==> src/rtl/cpu_pkg.sv <==
// cpu_pkg: shared bus widths, load-op indices and MEM-stage bus field offsets
package cpu_pkg;
    localparam int EX2MEM_W = 175;
    localparam int MEM2WB_W = 167;
    localparam int MEM2ID_W = 39;
    localparam int LD_OP_W  = 5;
    localparam int LD_B  = 0;
    localparam int LD_BU = 1;
    localparam int LD_H  = 2;
    localparam int LD_HU = 3;
    localparam int LD_W  = 4;
    localparam int EX_RES_FROM_MEM = 174;
    localparam int EX_LD_OP        = 169;
    localparam int EX_ADDR_LO      = 167;
    localparam int WB_RF_WE    = 166;
    localparam int WB_RF_WADDR = 161;
    localparam int WB_RF_WDATA = 129;
    localparam int WB_CSR_RE   = 96;
    localparam int WB_ERTN     = 16;
    localparam int WB_EXCEP    = 15;
endpackage

==> src/rtl/mem_load_align.sv <==
// mem_load_align: selects and extends the loaded byte/half/word from the SRAM read word
module mem_load_align
    import cpu_pkg::*;
(
    input  logic [31:0]        rdata,
    input  logic [1:0]         addr_lo,
    input  logic [LD_OP_W-1:0] ld_op,
    output logic [31:0]        result
);
    logic [7:0]  byte_d;
    logic [15:0] half_d;
    assign byte_d = rdata[{addr_lo, 3'b000} +: 8];
    assign half_d = rdata[{addr_lo[1], 4'b0000} +: 16];
    // extension follows the one-hot load type; a malformed op returns zero
    always_comb begin
        result = !$onehot(ld_op) ? 32'h0 :
                 ld_op[LD_B]     ? {{24{byte_d[7]}}, byte_d} :
                 ld_op[LD_BU]    ? {24'h0, byte_d} :
                 ld_op[LD_H]     ? {{16{half_d[15]}}, half_d} :
                 ld_op[LD_HU]    ? {16'h0, half_d} :
                 rdata;
    end
endmodule

==> src/rtl/mem_stage.sv <==
// mem_stage: MEM pipeline stage; registers EX result, aligns load data, feeds WB/ID/EX
module mem_stage
    import cpu_pkg::*;
(
    input  logic                clk,
    input  logic                resetn,
    output logic                mem_allowin,
    input  logic                ex_to_mem_valid,
    input  logic [EX2MEM_W-1:0] ex_to_mem_bus,
    input  logic                wb_allowin,
    output logic                mem_to_wb_valid,
    output logic [MEM2WB_W-1:0] mem_to_wb_bus,
    input  logic [31:0]         data_sram_rdata,
    output logic [MEM2ID_W-1:0] mem_to_id_bus,
    output logic                mem_to_ex_bus,
    input  logic                wb_ex,
    input  logic                ertn_flush
);
    logic                flush;
    logic                mem_valid;
    logic                capture;
    logic                first_cycle;
    logic                out_we;
    logic [EX2MEM_W-1:0] ex_bus_r;
    logic [MEM2WB_W-1:0] wb_f;
    logic [31:0]         rdata_hold;
    logic [31:0]         rdata_use;
    logic [31:0]         load_res;
    logic [31:0]         final_wdata;

    assign flush           = wb_ex | ertn_flush;
    assign mem_allowin     = ~mem_valid | wb_allowin;
    assign capture         = ex_to_mem_valid & mem_allowin & ~flush;
    assign mem_to_wb_valid = mem_valid & ~flush;

    // occupancy: reset beats flush, flush beats refill from EX
    always_ff @(posedge clk) begin
        if (!resetn)
            mem_valid <= 1'b0;
        else if (flush)
            mem_valid <= 1'b0;
        else if (mem_allowin)
            mem_valid <= ex_to_mem_valid;
    end

    // payload register holds the EX bus for the whole MEM residency
    always_ff @(posedge clk) begin
        if (!resetn)
            ex_bus_r <= '0;
        else if (capture)
            ex_bus_r <= ex_to_mem_bus;
    end

    // SRAM data is only guaranteed in the first MEM cycle, so keep a copy for stalls
    always_ff @(posedge clk) begin
        if (!resetn) begin
            first_cycle <= 1'b0;
            rdata_hold  <= '0;
        end else begin
            first_cycle <= capture;
            if (first_cycle)
                rdata_hold <= data_sram_rdata;
        end
    end

    assign rdata_use = first_cycle ? data_sram_rdata : rdata_hold;

    mem_load_align u_align (
        .rdata   (rdata_use),
        .addr_lo (ex_bus_r[EX_ADDR_LO +: 2]),
        .ld_op   (ex_bus_r[EX_LD_OP +: LD_OP_W]),
        .result  (load_res)
    );

    assign wb_f        = ex_bus_r[MEM2WB_W-1:0];
    assign final_wdata = ex_bus_r[EX_RES_FROM_MEM] ? load_res : wb_f[WB_RF_WDATA +: 32];
    assign out_we      = wb_f[WB_RF_WE] & ~wb_f[WB_EXCEP];

    assign mem_to_wb_bus = {out_we, wb_f[WB_RF_WADDR +: 5], final_wdata, wb_f[WB_RF_WDATA-1:0]};
    assign mem_to_id_bus = {out_we & mem_valid, wb_f[WB_RF_WADDR +: 5], final_wdata,
                            wb_f[WB_CSR_RE] & mem_valid};
    assign mem_to_ex_bus = (wb_f[WB_EXCEP] | wb_f[WB_ERTN]) & mem_valid;
endmodule

==> config.mk <==
export PLATFORM = sky130hd
export DESIGN_NAME = mem_stage
export DESIGN_NICKNAME = d
export VERILOG_FILES = /design/src/rtl/cpu_pkg.sv /design/src/rtl/mem_load_align.sv /design/src/rtl/mem_stage.sv
export SDC_FILE = /design/constraint.sdc
export NUM_CORES = 1
export LEC_CHECK = 0
export ABC_AREA = 1
export CORE_AREA = 2 2 166 168
export CTS_CLUSTER_SIZE = 16
export DETAILED_ROUTE_END_ITERATION = 8
export DIE_AREA = 0 0 168 170
export GPL_TIMING_DRIVEN = 0
export HOLD_SLACK_MARGIN = 0.03
export PLACE_DENSITY = 0.83
export SKIP_LAST_GASP = 1
export SLEW_MARGIN = 30
export SYNTH_ARGS = -nofsm -noshare
export SYNTH_HDL_FRONTEND = slang
export SYNTH_SLANG_ARGS = --single-unit
==> constraint.sdc <==
create_clock -name clk -period 3.7 [get_ports clk]
set_input_delay 0.37 -clock clk [delete_from_list [all_inputs] [get_ports clk]]
set_output_delay 0.37 -clock clk [all_outputs]
set_load 0.03 [all_outputs]
==> impl_results.md <==
- Status: finished, final reports clean
- First-pass GRT wire length: 56500 um
- P&R area growth vs syn: 51.6%
- Rows: 60
- Pin count of the biggest net entering global routing: 13
- Synthesis Warnings: 0
- Via count: 10700
- P_leak: 6.72 nW
- Placeable Area: 26700 um2
- Clk_skew: 0.00680 ns
- Die Height: 170 um
- Drt pass-1 iters: 5
- H-tree level count: 1
- Sequential area share after synthesis: 40.6%
- Final worst slack: 0.113 ns
- TritonCTS clock tree: done
- Yosys cell types: 24
- Cell Chain, Critical Path: ha_1, inv_1, fa_2, fa_1, nand2_1, nor3_4, nand2_2, clkinv_4, nand2_1, nand2_1, dlygate4sd2_1
- Die ar.: 28600 um2
- Syn Inst Count: 1443
- CP endpoint kind: primary output
- Synth top area cells: dfxtp_1 41%, buf_4 13%, nand2_1 9.9%
- Pwr Total: 6.04 mW
- Power Density: 387 nW/um2
- Initial core utilization: 38.7%
- Nets: 2110
- Post-DP Area: 14900 um2
- Max-slew headroom: 56.7%
- CTS Sinks: 209
- 1st-iter DRT viols: 565
- Antenna violations before repair: 1
- Via density: 4.75
- Most used cell, CP: nand2_1
- Leading area contributor after synthesis: dfxtp_1
- CP Launch Type: register
- Worst hold path class: register to register
- Fin. Hold Viols: 0
- Critical Path Max Stage Delay: 0.54 ns
- Hold Slack: 0.442 ns
- GRT overflow: 0
- Die width: 168 um
- Netlist Area Pre-Place: 10300 um2
- Total negative slack: 0 ns
- Syn_nets: 1660
- Clock transition at path regs: 0.06 ns
- Fin area: 15600 um2
- Setup slack at placement: -0.244 ns
- Max Fclk: 279 MHz
- Synth top area share: 40.6%
- Final min period: 3.59 ns
- Final setup vio count: 0
- CP Max Fanout: 5
- Most frequent cells in the layout: 357 x clkdlybuf4s50_1, 264 x nand2_1, 217 x inv_1
- Crit path kind: register to primary output
- Crit path required time: 3.33 ns
- Drt wl/cell: 17.0 um
- Drt total wl: 38300 um
- Fin crit share: 96.9%
- CP Data Arrival Time: 3.22 ns
- All-Layer GR Usage: 25.4%
- Root buf cell: clkbuf_16
- Synthesized flop and latch total: 209
- Clk_lat worst skew: 0.51 ns
- Final Max Slew Viols: 0
- Most common cell after layout, fill and taps aside: clkdlybuf4s50_1
- Slowest-stage cell, CP: fa_1
- DRC: 0
- Vias in the first global route: 10500
- Avg Cell Area, Syn: 7.14 um2
- IO Port Bufs: 421
- VDD IR max: 0.000342 V
- Clock buffer count from CTS: 24
- # Max-Cap Violations: 0
- IO Pins: 422
- Detailed placement HPWL: 30400 um
- Max Buffers Root-to-Sink: 3
- Worst-Margin Slew: 0.649 ns
- Layout cell share with drive strength beyond 1: 18.4%
- Placer Congestion: 0.963
- Antenna Nets Post-Route: 0
[cells in the mapped netlist]
cell type / count
nand2_1: 272
buf_1: 5
nor3_1: 3
buf_2: 31
o21ai_1: 111
nand3_2: 1
or2_4: 1
nor2_1: 27
nand3_1: 31
inv_2: 5
ha_1: 2
clkbuf_2: 1
nand2_2: 1
nor2_4: 2
clkbuf_1: 26
buf_4: 181
fa_1: 2
o21ai_0: 95
inv_1: 217
nand3_4: 2
dfxtp_1: 209
buf_6: 14
and2_1: 2
a21oi_1: 202
[layout make-up]
type | count | area [um2]
Antenna cell | 2 | 5.00
Buffer | 258 | 1820
Clock buffer | 34 | 699
Clock inverter | 6 | 55.1
Fill cell | 2439 | 11000
Inverter | 222 | 838
Multi-Input combinational cell | 754 | 3530
Sequential cell | 209 | 4190
Tap cell | 341 | 427
Timing Repair Buffer | 424 | 4070
[repair_timing]
| item | in CTS | in global routing |
|---|---|---|
| gates resized for setup | 272 | 45 |
| setup endpoints to repair | 64 | 64 |
| setup buffers | 1 | 0 |
| hold buffers | 0 | 0 |
| endpoints found under the hold margin | 0 | 0 |
| cloned | 1 | 1 |
| pin swaps | 1 | 3 |
[final timing paths]
| path | start | cells past startpoint | to | slack, ns |
|---|---|---|---|---|
| worst min register to register | ex_bus_r[10]$_SDFFE_PN0P_ | 2 | ex_bus_r[10]$_SDFFE_PN0P_ | 0.44 |
| worst max-delay path | ex_bus_r[171]$_SDFFE_PN0P_ | 11 | mem_to_id_bus[10] | 0.11 |
| worst min-delay path | ex_bus_r[10]$_SDFFE_PN0P_ | 2 | ex_bus_r[10]$_SDFFE_PN0P_ | 0.44 |
| worst max register to register | mem_valid$_SDFFE_PP0N_ | 6 | ex_bus_r[110]$_SDFFE_PN0P_ | 2.06 |
[per-stage QoR]
step / cells / utilization (%)
global route: 2249 / 58.6
global placement: 2205 / 56.1
floorplan: 1443 / -
CTS: 2247 / 58.5
finish: 2250 / 58.6
detailed placement: 2205 / 56.1
[logic make-up (layout without fill, tap and decap cells)]
family	after synthesis	after routing	share of synthesized area [%]
AO/OA/AOI/OAI	408	408	19.8
adder cells (fa/ha/maj)	4	4	0.631
buffers and inverters	480	944	25.5
flip-flops	209	209	40.6
other	0	2	0
AND/OR/NAND/NOR	342	342	13.5
[report_power, final]
| group | leakage, nW | internal [mW] | switching, mW |
|---|---|---|---|
| Combinational | 4.63 | 0.628 | 0.694 |
| Sequential | 1.71 | 2.36 | 0.0577 |
| Clock | 0.376 | 1.37 | 0.932 |
| Total | 6.72 | 4.36 | 1.68 |
[critical path, delay by kind of cell, from the launching register on]
kind / cells / cell delay [ns]
flip-flops: 1 / 0.37
buffers and inverters: 3 / 0.58
AND/OR/NAND/NOR: 5 / 0.57
adder cells (fa/ha/maj): 3 / 1.19
[registers in the layout, summed over array words and instances, names as in the netlist]
signal and count:
mem_valid 1, first_cycle 1, rdata_hold 32, ex_bus_r 175
[routing by layer]
metal  up-vias  part of all wire (%)  global-route usage [%]  wire length (um)
li1       5247                     -                       -                 -
met1      4893                    36                    26.7             13800
met2       453                    51                    48.2             19400
met3        93                   8.7                    6.47              3320
met4         0                   4.7                    10.6              1800
met5         -                     0                       0                 0
Note: power is estimated with default switching activity, not from simulation.
